===== src/rtl/nic_axi_pkg.sv =====
// Shared AXI4-lite response codes and register-slave FSM encoding.
// Imported by the holding slot and the register slave.
package nic_axi_pkg;

  localparam logic [1:0] AXI_RESP_OKAY   = 2'b00;
  localparam logic [1:0] AXI_RESP_SLVERR = 2'b10;
  localparam logic [1:0] AXI_RESP_DECERR = 2'b11;

  typedef logic [2:0] state_t;

  localparam state_t ST_IDLE    = 3'd0;
  localparam state_t ST_WR_REQ  = 3'd1;
  localparam state_t ST_WR_RESP = 3'd2;
  localparam state_t ST_RD_REQ  = 3'd3;
  localparam state_t ST_RD_RESP = 3'd4;

endpackage


===== src/rtl/axi_lite_hold_slot.sv =====
// One-entry valid/ready holding register for an AXI4-lite channel.
// Ports: clk, rst, valid/ready/data (upstream), clear, full, q (held payload).
module axi_lite_hold_slot
  import nic_axi_pkg::*;
#(
  parameter int W = 32
) (
  input  logic         clk,
  input  logic         rst,
  input  logic         valid,
  input  logic [W-1:0] data,
  input  logic         clear,
  output logic         ready,
  output logic         full,
  output logic [W-1:0] q
);

  logic full_nxt;

  // ready is a flop tracking !full so it is 0 in reset
  // and never combinationally depends on valid.
  always_comb begin
    full_nxt = full;
    if (clear)
      full_nxt = 1'b0;
    else if (valid && ready)
      full_nxt = 1'b1;
  end

  always_ff @(posedge clk or posedge rst) begin
    if (rst) begin
      full  <= 1'b0;
      ready <= 1'b0;
      q     <= '0;
    end else begin
      if (valid && ready)
        q <= data;
      full  <= full_nxt;
      ready <= !full_nxt;
    end
  end

endmodule


===== src/rtl/axi_lite_reg_slave.sv =====
// AXI4-lite slave that serialises reads/writes onto a req/ack register bus.
// Ports: aclk, areset, axi_s_* (AW/W/B/AR/R), reg_* (addr/wr/rd/wdata/wstrb/rdata/ack).
module axi_lite_reg_slave
  import nic_axi_pkg::*;
#(
  parameter int          ADDR_VALID_BITS = 24,
  parameter int          TIMEOUT_CYCLES  = 256,
  parameter logic [31:0] ERR_RDATA       = 32'hFFFF_FFFF
) (
  input  logic        aclk,
  input  logic        areset,
  input  logic        axi_s_awvalid,
  output logic        axi_s_awready,
  input  logic [31:0] axi_s_awaddr,
  input  logic        axi_s_wvalid,
  output logic        axi_s_wready,
  input  logic [31:0] axi_s_wdata,
  input  logic [3:0]  axi_s_wstrb,
  output logic        axi_s_bvalid,
  input  logic        axi_s_bready,
  output logic [1:0]  axi_s_bresp,
  input  logic        axi_s_arvalid,
  output logic        axi_s_arready,
  input  logic [31:0] axi_s_araddr,
  output logic        axi_s_rvalid,
  input  logic        axi_s_rready,
  output logic [31:0] axi_s_rdata,
  output logic [1:0]  axi_s_rresp,
  output logic [31:0] reg_addr,
  output logic        reg_wr,
  output logic        reg_rd,
  output logic [31:0] reg_wdata,
  output logic [3:0]  reg_wstrb,
  input  logic [31:0] reg_rdata,
  input  logic        reg_ack
);

  localparam int CW = (TIMEOUT_CYCLES > 2) ? $clog2(TIMEOUT_CYCLES) : 1;
  localparam logic [CW-1:0] TMAX = CW'(TIMEOUT_CYCLES - 1);

  // Keep addr[ADDR_VALID_BITS-1:2], zero the rest (word aligned).
  localparam logic [63:0] LOW_M = (64'd1 << ADDR_VALID_BITS) - 64'd1;
  localparam logic [31:0] AMASK = LOW_M[31:0] & 32'hFFFF_FFFC;

  state_t        state;
  logic [CW-1:0] cnt;
  logic          last_rd;

  logic          aw_full, w_full, ar_full;
  logic [31:0]   aw_q, ar_q;
  logic [35:0]   w_q;
  logic          wr_clr, rd_clr;
  logic          wr_pend, rd_pend;

  assign wr_clr  = (state == ST_WR_RESP) && axi_s_bready;
  assign rd_clr  = (state == ST_RD_RESP) && axi_s_rready;
  assign wr_pend = aw_full && w_full;
  assign rd_pend = ar_full;

  axi_lite_hold_slot #(.W(32)) u_aw (
    .clk   (aclk),
    .rst   (areset),
    .valid (axi_s_awvalid),
    .data  (axi_s_awaddr),
    .clear (wr_clr),
    .ready (axi_s_awready),
    .full  (aw_full),
    .q     (aw_q)
  );

  axi_lite_hold_slot #(.W(36)) u_w (
    .clk   (aclk),
    .rst   (areset),
    .valid (axi_s_wvalid),
    .data  ({axi_s_wstrb, axi_s_wdata}),
    .clear (wr_clr),
    .ready (axi_s_wready),
    .full  (w_full),
    .q     (w_q)
  );

  axi_lite_hold_slot #(.W(32)) u_ar (
    .clk   (aclk),
    .rst   (areset),
    .valid (axi_s_arvalid),
    .data  (axi_s_araddr),
    .clear (rd_clr),
    .ready (axi_s_arready),
    .full  (ar_full),
    .q     (ar_q)
  );

  // Strobes/valids decode straight from the state flop so an
  // asynchronous reset removes them immediately.
  assign reg_wr       = (state == ST_WR_REQ);
  assign reg_rd       = (state == ST_RD_REQ);
  assign axi_s_bvalid = (state == ST_WR_RESP);
  assign axi_s_rvalid = (state == ST_RD_RESP);
  assign reg_wdata    = w_q[31:0];
  assign reg_wstrb    = w_q[35:32];
  assign reg_addr     = (state == ST_RD_REQ) ? (ar_q & AMASK)
                                             : (aw_q & AMASK);

  always_ff @(posedge aclk or posedge areset) begin
    if (areset) begin
      state       <= ST_IDLE;
      cnt         <= '0;
      last_rd     <= 1'b1;
      axi_s_bresp <= AXI_RESP_OKAY;
      axi_s_rresp <= AXI_RESP_OKAY;
      axi_s_rdata <= '0;
    end else begin
      case (state)
        ST_IDLE: begin
          cnt <= '0;
          // Alternate when both are pending; otherwise take whichever is.
          if (wr_pend && (!rd_pend || last_rd)) begin
            state   <= ST_WR_REQ;
            last_rd <= 1'b0;
          end else if (rd_pend) begin
            state   <= ST_RD_REQ;
            last_rd <= 1'b1;
          end
        end
        ST_WR_REQ: begin
          if (reg_ack) begin
            state       <= ST_WR_RESP;
            axi_s_bresp <= AXI_RESP_OKAY;
          end else if (cnt == TMAX) begin
            state       <= ST_WR_RESP;
            axi_s_bresp <= AXI_RESP_SLVERR;
          end else begin
            cnt <= cnt + 1'b1;
          end
        end
        ST_RD_REQ: begin
          if (reg_ack) begin
            state       <= ST_RD_RESP;
            axi_s_rdata <= reg_rdata;
            axi_s_rresp <= AXI_RESP_OKAY;
          end else if (cnt == TMAX) begin
            state       <= ST_RD_RESP;
            axi_s_rdata <= ERR_RDATA;
            axi_s_rresp <= AXI_RESP_SLVERR;
          end else begin
            cnt <= cnt + 1'b1;
          end
        end
        ST_WR_RESP: begin
          if (axi_s_bready)
            state <= ST_IDLE;
        end
        ST_RD_RESP: begin
          if (axi_s_rready)
            state <= ST_IDLE;
        end
        default: state <= ST_IDLE;
      endcase
    end
  end

endmodule


===== config.mk =====
export PLATFORM = sky130hd
export DESIGN_NAME = axi_lite_reg_slave
export DESIGN_NICKNAME = d
export VERILOG_FILES = /design/src/rtl/nic_axi_pkg.sv /design/src/rtl/axi_lite_hold_slot.sv /design/src/rtl/axi_lite_reg_slave.sv
export SDC_FILE = /design/constraint.sdc
export NUM_CORES = 1
export LEC_CHECK = 0
export ABC_AREA = 1
export CAP_MARGIN = 10
export CORE_ASPECT_RATIO = 1.75
export CORE_UTILIZATION = 45
export DETAILED_ROUTE_END_ITERATION = 8
export PLACE_DENSITY_LB_ADDON = 0.12
export REMOVE_ABC_BUFFERS = 1
export SLEW_MARGIN = 20
export SYNTH_ARGS = -nofsm -noshare
export SYNTH_HDL_FRONTEND = slang
export SYNTH_HIERARCHICAL = 1
export SYNTH_SLANG_ARGS = --single-unit
export TNS_END_PERCENT = 100

===== constraint.sdc =====
create_clock -name aclk -period 1.7 [get_ports aclk]
set_input_delay 0.255 -clock aclk [delete_from_list [all_inputs] [get_ports aclk]]
set_output_delay 0.255 -clock aclk [all_outputs]
set_load 0.005 [all_outputs]

==> metrics.txt <==
# TYPE chip_impl_metric gauge
chip_impl_info{name="run_status",value="finished, violations left"} 1
chip_impl_info{name="violations",value="setup timing"} 1
chip_impl_metric{name="crit_cells",unit=""} 9
chip_impl_info{name="holdCritPathClass",value="input port to asynchronous set/reset pin"} 1
chip_impl_metric{name="worst_ep_required_time",unit="ns"} 1.44
chip_impl_metric{name="final-hold-violation-count",unit=""} 0
chip_impl_metric{name="clk_path_buf_depth",unit=""} 2
chip_impl_info{name="worstReg2RegStart",value="state[2]"} 1
chip_impl_metric{name="finalClockSkew",unit="ns"} 0.00809
chip_impl_info{name="crit_top_cell",value="buf_6"} 1
chip_impl_metric{name="cts_htree_levels",unit=""} 4
chip_impl_metric{name="vias_in_the_first_global_route",unit=""} 5603
chip_impl_metric{name="final_cell_count_no_fill",unit=""} 1141
chip_impl_metric{name="grt_max_degree",unit=""} 47
chip_impl_metric{name="cp.arrival",unit="ns"} 1.71
chip_impl_metric{name="period_minus_slack",unit="ns"} 1.97
chip_impl_info{name="rsz0062_at_grt",value="yes"} 1
chip_impl_metric{name="max_stage_delay",unit="ns"} 0.41
chip_impl_metric{name="dieArea",unit="um^2"} 14200
chip_impl_metric{name="drt_first_pass_iters",unit=""} 6
chip_impl_metric{name="fillCellCount",unit=""} 1075
chip_impl_metric{name="layout-drive-gt1-share",unit=""} 0.207
chip_impl_metric{name="dp.final_hpwl",unit="um"} 11600
chip_impl_metric{name="finalWeightedCongestion",unit=""} 0.847
chip_impl_metric{name="p_leak",unit="nW"} 4.62
chip_impl_metric{name="post-route-drc-count",unit=""} 0
chip_impl_metric{name="design.core.area",unit="um^2"} 13400
chip_impl_metric{name="die_height",unit="um"} 157
chip_impl_metric{name="final_antenna_net_count",unit=""} 0
chip_impl_metric{name="final_critical_path_setup_slack",unit="ns"} -0.270
chip_impl_metric{name="first_iter_violations",unit=""} 209
chip_impl_metric{name="number_of_instances_in_the_placed_design",unit=""} 1092
chip_impl_info{name="start_kind",value="register"} 1
chip_impl_info{name="tritoncts",value="built"} 1
chip_impl_metric{name="routed_wirelength",unit="um"} 16900
chip_impl_metric{name="yosysWarningCount",unit=""} 6
chip_impl_info{name="ws_path_type",value="register to primary output"} 1
chip_impl_metric{name="fin_hold_ws",unit="ns"} 0.170
chip_impl_info{name="ctsRootBufferMaster",value="clkbuf_16"} 1
chip_impl_metric{name="global_route_wire_length_before_repair",unit="um"} 27000
chip_impl_metric{name="layout_overhead_on_the_synthesized_area",unit="%"} 50.9
chip_impl_metric{name="placement_rows",unit=""} 56
chip_impl_metric{name="finalInstanceArea",unit="um^2"} 9280
chip_impl_metric{name="clkSinkCount",unit=""} 132
chip_impl_metric{name="grt_use_total",unit=""} 0.240
chip_impl_info{name="worst_setup_path_end_kind",value="primary output"} 1
chip_impl_metric{name="floorplan.io_pins",unit=""} 251
chip_impl_info{name="crit_path_end",value="reg_addr[20]"} 1
chip_impl_metric{name="setup-violations-final",unit=""} 55
chip_impl_metric{name="worst_r2r_path_depth",unit=""} 11
chip_impl_metric{name="initial_utilization",unit=""} 0.460
chip_impl_metric{name="max_clock_freq",unit="MHz"} 508
chip_impl_metric{name="drv_cap",unit=""} 0
chip_impl_metric{name="grt-ovfl-total",unit=""} 0
chip_impl_metric{name="synth_area_per_cell",unit="um^2"} 8.57
chip_impl_metric{name="placement.io_buffers",unit=""} 218
chip_impl_info{name="crit_chain",value="nor2_4, inv_4, nor2_8, buf_6, buf_6, buf_6, nand2_2, nand2_2, buf_6"} 1
chip_impl_info{name="startpoint",value="state[2]"} 1
chip_impl_metric{name="cts-buffers-inserted",unit=""} 17
chip_impl_metric{name="antenna_cells_inserted",unit=""} 0
chip_impl_metric{name="post_drt_via_cell_ratio",unit=""} 4.93
chip_impl_metric{name="power.ir.vdd_worst",unit="mV"} 0.961
chip_impl_metric{name="worst-r2r-setup-slack",unit="ns"} -0.09
chip_impl_metric{name="clock_latency_on_the_worst_skew_pair",unit="ns"} 0.41
chip_impl_metric{name="ctsHoldBuffers",unit=""} 0
chip_impl_metric{name="power.density",unit="nW/um^2"} 1720
chip_impl_info{name="slowest_stage_cell_crit_path",value="dfrtp_1"} 1
chip_impl_metric{name="post_layout_net_count",unit=""} 1095
chip_impl_metric{name="route.detailed.wl_per_inst",unit="um"} 14.8
chip_impl_metric{name="post_synth_instance_area",unit="um^2"} 6150
chip_impl_info{name="crit_family",value="buffers and inverters"} 1
chip_impl_info{name="mostFrequentLayoutCells",value="218 x nand2_1, 192 x clkdlybuf4s50_1, 131 x dfrtp_1"} 1
chip_impl_metric{name="final_max_slew_viol_count",unit=""} 0
chip_impl_metric{name="floorplan.die.width",unit="um"} 90.4
chip_impl_metric{name="path_buf_inv",unit=""} 5
chip_impl_metric{name="worstPathMaxFanout",unit=""} 3
chip_impl_metric{name="grt_antenna_before_repair",unit=""} 0
chip_impl_metric{name="period_share",unit=""} 1.16
chip_impl_info{name="final_common_cell",value="nand2_1"} 1
chip_impl_info{name="endpoint_of_the_worst_slack_reg_to_reg_timing_path",value="axi_s_rdata[24]"} 1
chip_impl_metric{name="syn-instance-count",unit=""} 718
chip_impl_metric{name="clkTransAtPathRegs",unit="ns"} 0.06
chip_impl_metric{name="routed-via-count",unit=""} 5627
chip_impl_metric{name="dpl-instance-area",unit="um^2"} 8470
routing by layer:
metal,track usage,vias to the layer above,share of wire
met5,0,-,0
met4,0.121,0,0.038
met3,0.0413,46,0.045
met2,0.437,234,0.53
met1,0.270,2650,0.39
li1,-,2697,-
sequential cells by signal, indices dropped and copies added (netlist names):
name,cells
state,3
u_w/q,36
u_w/full,1
last_rd,1
u_aw/full,1
axi_s_rdata,32
u_ar/q,22
u_w/ready,1
u_aw/ready,1
u_aw/q,22
u_ar/full,1
axi_s_rresp,1
axi_s_bresp,1
cnt,8
u_ar/ready,1
area by class of cell:
cell class,count,area (um^2),area share
Clock buffer,19,443,0.0477
Clock inverter,13,124,0.0133
Inverter,62,238,0.0256
Multi-Input combinational cell,477,2370,0.256
Sequential cell,132,3300,0.356
Tap cell,174,218,0.0235
Timing Repair Buffer,264,2580,0.278
worst min-delay path by stage:
stage                             to  slack, ns  depth (start not counted)  startpoint
final                      u_aw/full       0.17                          2      areset
after global routing       u_aw/full       0.16                          2      areset
after CTS                  u_aw/full       0.14                          2      areset
after detailed placement  u_aw/q[12]       0.45                          2  u_aw/q[12]
after global placement     u_aw/q[6]       0.45                          2   u_aw/q[6]
after floorplan            u_ar/full       0.27                          1      areset
repair_timing:
action	CTS	global route
pin swaps	3	3
setup endpoints to repair	26	65
gates resized for setup	127	63
cloned	1	0
setup buffers	15	5
metrics by stage:
stage / power (mW) / worst slack, ns / TNS [ns] / util
6_report: 15.9 / -0.270 / -5.51 / 0.694
5_1_grt: 17.0 / -0.336 / -9.60 / 0.694
4_1_cts: 15.7 / -0.299 / -9.02 / 0.683
3_5_place_dp: 12.0 / -0.103 / -1.34 / 0.633
3_3_place_gp: 11.8 / -0.0684 / -1.14 / 0.633
2_1_floorplan: 8.07 / -0.145 / -2.46 / -
power breakdown:
group	total [mW]	internal, mW	switching (mW)
combinational	7.07	3.65	3.42
sequential	5.39	4.56	0.829
clock	3.47	2.07	1.40
total	15.9	10.3	5.65
No activity file was read; power rests on OpenSTA's default activity.
